$ cat src/rtl/instr_encoder.sv
// RV32I field-to-word encoder with per-format immediate checks, address tagging
// and a small output FIFO between the program generator and instruction memory.
module instr_encoder #(
  parameter int          DEPTH     = 2,
  parameter int          ADDR_W    = 10,
  parameter int unsigned BASE_ADDR = 0
) (
  input  logic              clk,
  input  logic              rst,
  input  logic              in_valid,
  output logic              in_ready,
  input  logic [4:0]        in_opcode,
  input  logic [4:0]        in_rd,
  input  logic [4:0]        in_rs1,
  input  logic [4:0]        in_rs2,
  input  logic [2:0]        in_funct3,
  input  logic [6:0]        in_funct7,
  input  logic [31:0]       in_imm,
  output logic              out_valid,
  input  logic              out_ready,
  output logic [31:0]       out_instr,
  output logic [ADDR_W-1:0] out_addr,
  output logic              err_valid,
  output logic [1:0]        err_code
);

  localparam int PW = (DEPTH > 1) ? $clog2(DEPTH) : 1;
  localparam int CW = $clog2(DEPTH + 1);

  typedef enum logic [2:0] {
    FMT_NONE, FMT_R, FMT_I, FMT_S, FMT_B, FMT_U, FMT_J
  } fmt_t;

  fmt_t        fmt;
  logic [31:0] word;
  logic        range_ok;
  logic        misaligned;
  logic        has_err;
  logic [1:0]  code;

  always_comb begin
    fmt = FMT_NONE;
    case (in_opcode)
      5'b01100:                                        fmt = FMT_R;
      5'b00000, 5'b00011, 5'b00100, 5'b11001, 5'b11100: fmt = FMT_I;
      5'b01000:                                        fmt = FMT_S;
      5'b11000:                                        fmt = FMT_B;
      5'b00101, 5'b01101:                              fmt = FMT_U;
      5'b11011:                                        fmt = FMT_J;
      default:                                         fmt = FMT_NONE;
    endcase
  end

  always_comb begin
    word       = '0;
    word[6:0]  = {in_opcode, 2'b11};
    range_ok   = 1'b1;
    misaligned = 1'b0;
    case (fmt)
      FMT_R: word[31:7] = {in_funct7, in_rs2, in_rs1, in_funct3, in_rd};
      FMT_I: begin
        word[31:7] = {in_imm[11:0], in_rs1, in_funct3, in_rd};
        range_ok   = (&in_imm[31:11]) | ~(|in_imm[31:11]);
      end
      FMT_S: begin
        word[31:7] = {in_imm[11:5], in_rs2, in_rs1, in_funct3, in_imm[4:0]};
        range_ok   = (&in_imm[31:11]) | ~(|in_imm[31:11]);
      end
      FMT_B: begin
        word[31:7] = {in_imm[12], in_imm[10:5], in_rs2, in_rs1, in_funct3,
                      in_imm[4:1], in_imm[11]};
        range_ok   = (&in_imm[31:12]) | ~(|in_imm[31:12]);
        misaligned = in_imm[0];
      end
      FMT_U: begin
        word[31:7] = {in_imm[31:12], in_rd};
        range_ok   = ~(|in_imm[11:0]);
      end
      FMT_J: begin
        word[31:7] = {in_imm[20], in_imm[10:1], in_imm[11], in_imm[19:12], in_rd};
        range_ok   = (&in_imm[31:20]) | ~(|in_imm[31:20]);
        misaligned = in_imm[0];
      end
      default: ;
    endcase
  end

  // Unsupported outranks misalignment, which outranks range.
  always_comb begin
    code = 2'd0;
    if (fmt == FMT_NONE) code = 2'd1;
    else if (misaligned) code = 2'd3;
    else if (!range_ok)  code = 2'd2;
  end
  assign has_err = (code != 2'd0);

  logic [31:0]       mem_instr [DEPTH];
  logic [ADDR_W-1:0] mem_addr  [DEPTH];
  logic [PW-1:0]     rd_ptr, wr_ptr;
  logic [CW-1:0]     count;
  logic [ADDR_W-1:0] addr_cnt;
  logic              accept, push, pop;

  assign in_ready  = (count != CW'(DEPTH));
  assign out_valid = (count != '0);
  assign accept    = in_valid && in_ready;
  assign push      = accept && !has_err;
  assign pop       = out_valid && out_ready;
  assign out_instr = out_valid ? mem_instr[rd_ptr] : '0;
  assign out_addr  = out_valid ? mem_addr[rd_ptr]  : '0;

  function automatic logic [PW-1:0] ptr_inc(input logic [PW-1:0] p);
    return (p == PW'(DEPTH - 1)) ? '0 : p + PW'(1);
  endfunction

  always_ff @(posedge clk) begin
    if (push) begin
      mem_instr[wr_ptr] <= word;
      mem_addr[wr_ptr]  <= addr_cnt;
    end
  end

  always_ff @(posedge clk or posedge rst) begin
    if (rst) begin
      rd_ptr    <= '0;
      wr_ptr    <= '0;
      count     <= '0;
      addr_cnt  <= ADDR_W'(BASE_ADDR);
      err_valid <= 1'b0;
      err_code  <= 2'd0;
    end else begin
      if (push) begin
        wr_ptr   <= ptr_inc(wr_ptr);
        addr_cnt <= addr_cnt + ADDR_W'(1);
      end
      if (pop) rd_ptr <= ptr_inc(rd_ptr);
      case ({push, pop})
        2'b10:   count <= count + CW'(1);
        2'b01:   count <= count - CW'(1);
        default: count <= count;
      endcase
      err_valid <= accept && has_err;
      if (accept && has_err) err_code <= code;
    end
  end

endmodule

$ cat config.mk
export PLATFORM = sky130hd
export DESIGN_NAME = instr_encoder
export DESIGN_NICKNAME = d
export VERILOG_FILES = /design/src/rtl/instr_encoder.sv
export SDC_FILE = /design/constraint.sdc
export NUM_CORES = 1
export LEC_CHECK = 0
export CAP_MARGIN = 20
export CORE_UTILIZATION = 25
export CTS_BUF_LIST = sky130_fd_sc_hd__clkbuf_8
export DETAILED_ROUTE_END_ITERATION = 8
export MAX_ROUTING_LAYER = met4
export PLACE_DENSITY_LB_ADDON = 0.25
export SETUP_SLACK_MARGIN = 0.2
export SLEW_MARGIN = 20
export SYNTH_ARGS = -nofsm -noshare
export SYNTH_HDL_FRONTEND = slang
export SYNTH_SLANG_ARGS = --single-unit
$ cat constraint.sdc
create_clock -name clk -period 3.5 [get_ports clk]
set_clock_uncertainty 0.2 [all_clocks]
set_input_delay 0.525 -clock clk [delete_from_list [all_inputs] [get_ports clk]]
set_output_delay 0.525 -clock clk [all_outputs]
set_load 0.02 [all_outputs]
==> flow_metrics.tcl <==
set metrics [dict create \
    max_freq_mhz 323 \
    synth_top_area_frac 0.513 \
    required_ns 2.77 \
    io_buffers 112 \
    synth_top_flop_cell "edfxtp_1" \
    ys_async_sr_fraction 0.175 \
    ys_seq_area_frac 0.603 \
    cts.sinks 97 \
    syn_avg_cell_area_um2 12.2 \
    cts_setup_buffers 0 \
    min_period_over_period 0.884 \
    synth_area_leaders "edfxtp_1 (51%), mux2i_1 (9.8%), dfrtp_1 (9.1%), nor2_1 (4.6%), a22oi_1 (2.6%)" \
    p_per_area_nw_per_um2 649 \
    io_pins 113 \
    drcViolationCount 9 \
    dieArea_um2 19300 \
    yosysTopAreaCell "edfxtp_1" \
    cellLeakagePower_nw 2.44 \
    antenna_found_initial 0 \
    cts_made_buffers 9 \
    grt_overflow 0 \
    via_count 3479 \
    grt_max_degree 25 \
    min_from "addr_cnt[9]$_DFFE_PP0P_" \
    status "finished with violations" \
    place_area_um2 6270 \
    setup_violations 0 \
    mostFrequentLayoutCells "clkdlybuf4s50_1 (112), edfxtp_1 (80), nor2_1 (54), mux2i_1 (46), nand2_1 (28)" \
    diodes 0 \
    pre_cts_ws_ns -0.00259 \
    final_common_cell "clkdlybuf4s50_1" \
    drt_pass1_iterations 9 \
    synth_seq_cells 97 \
    synthToLayoutAreaGrowth_pct 38.4 \
    syn_inst 384 \
    vdd_ir_drop_max_mv 0.263 \
    slew_headroom 0.553 \
    rr_worst_depth 7 \
    fin_setup_tns_ns 0 \
    wl_um 13100 \
    criticalPathCategory "reg -> out" \
    critPathLaunch "rd_ptr$_DFFE_PP0P_" \
    fp.dieW_um 139 \
    drive_gt1_frac 0.118 \
    track_usage 0.146 \
    power_mw 4.21 \
    fin_ws_ns 0.405 \
    worstSetupEndpointType "output port" \
    syn_area_um2 4690 \
    drtIter0Drc 250 \
    arrival_ns 2.37 \
    clock_path_buffers 2 \
    post-route-min-period_ns 3.09 \
    nets 582 \
    hold_viol 0 \
    yosys_warnings 0 \
    antenna_left 0 \
    design_area_um2 6480 \
    grt_setup_unrepaired "no" \
    core_um2 18100 \
    wl_per_cell_um 17.5 \
    start_util 0.258 \
    clock-root-buffer "clkbuf_8" \
    grt_pass1_vias 3655 \
    clock_latency_ns 0.37 \
    cp_max_fo 19 \
    rows 49 \
    drv_cap 0 \
    start_kind "register" \
    globalplace.congestion 0.822 \
    worst_pin_slew_ns 0.669 \
    hold_class "reg -> reg" \
    rr_startpoint "count[0]$_DFFE_PP0P_" \
    violations "DRC" \
    hpwlAfterDp_um 9940 \
    synth_edf_count 80 \
    path_clk_slew_ns 0.10 \
    viasPerCell 4.66 \
    cts_tree "yes" \
    maxSlewViolCount 0 \
    synth.net_count 454 \
    die_y_um 139 \
    place_inst 730 \
    grt_pass1_wl_um 20500 \
    fin_cells 746 \
    hold_depth 1 \
    synth.distinct_cells 53 \
    htreeDepth 3 \
]
## final cells by class
type | instances | area (um^2)
inverters | 11 | 41.3
clock inverters | 7 | 76.3
clock buffers | 9 | 124
well taps | 229 | 287
multi-input cells | 259 | 1770
repair buffers | 134 | 1360
fillers | 1821 | 11700
flip-flops and latches | 97 | 2830
## kinds of logic (layout without fill, tap and decap cells)
group | count (synthesis) | count (layout) | synth area share
muxes | 48 | 48 | 0.103
and+or+nand+nor | 133 | 133 | 0.140
DFF | 97 | 97 | 0.603
adders and majority gates | 4 | 4 | 0.0107
AOI/OAI and AO/OA | 60 | 60 | 0.0902
xor gates and xnor gates | 14 | 14 | 0.0262
buffers and inverters | 28 | 161 | 0.0270
## synth_stat cells (4+ instances only)
cell      count
nor2b_1       4
ha_1          4
dfrtp_1      17
xor2_1       10
buf_1         4
a21oi_1       4
inv_1        11
mux2i_1      46
edfxtp_1     80
clkbuf_1      7
nand3_1       4
o21ai_0      14
nand4_1       6
nand2_1      28
nor2_1       57
nor3_1        4
a22oi_1      16
a22o_1        4
nor3_2        4
o21ai_1       8
xnor2_1       4
nor4_1        8
## power breakdown
part	total, mW	internal [mW]	switching [mW]
Sequential	1.57	1.42	0.151
Combinational	1.88	0.897	0.983
Clock	0.752	0.338	0.414
Total	4.21	2.66	1.55
## worst max-delay path, cell delays in order, from the launching register on
cell and delay (ns):
dfrtp_2 0.75, buf_12 0.27, mux2i_1 0.31, nor2_1 0.09, clkdlybuf4s50_1 0.55
## metrics by stage
step,util,hold slack [ns]
finish,0.357,0.295
global route,0.357,0.321
CTS,0.357,0.298
detailed placement,0.345,0.281
global placement,0.345,0.268
floorplan,-,0.251
## worst paths after layout
| kind | endpoint | slack, ns |
|---|---|---|
| max | out_instr[2] | 0.41 |
| min reg2reg | addr_cnt[9]$_DFFE_PP0P_ | 0.30 |
| max in group asynchronous | rd_ptr$_DFFE_PP0P_ | 2.28 |
| max reg2reg | addr_cnt[7]$_DFFE_PP0P_ | 1.35 |
| min in group asynchronous | err_code[1]$_DFFE_PP0P_ | 0.36 |
| min | addr_cnt[9]$_DFFE_PP0P_ | 0.30 |
## state kept, by name (all words and copies together) (netlist names)
| signal | count |
|---|---|
| mem_addr | 20 |
| rd_ptr | 1 |
| err_code | 2 |
| mem_instr | 60 |
| wr_ptr | 1 |
| count | 2 |
| err_valid | 1 |
| addr_cnt | 10 |
## layer usage
metal  vias up  routed length, um  global-route usage
li1       1679                  -                   -
met1      1676               5880               0.187
met2       112               6280               0.230
met3        12                715              0.0280
met4         0                184              0.0497
met5         -                  0                   -
## repair_timing
item | 4_1_cts | 5_1_grt
hold endpoints to repair | 0 | 0
endpoints found under the setup margin | 0 | 6
gates resized for setup | 0 | 3
hold buffers | 0 | 0
(Power assumes the default switching activity.)
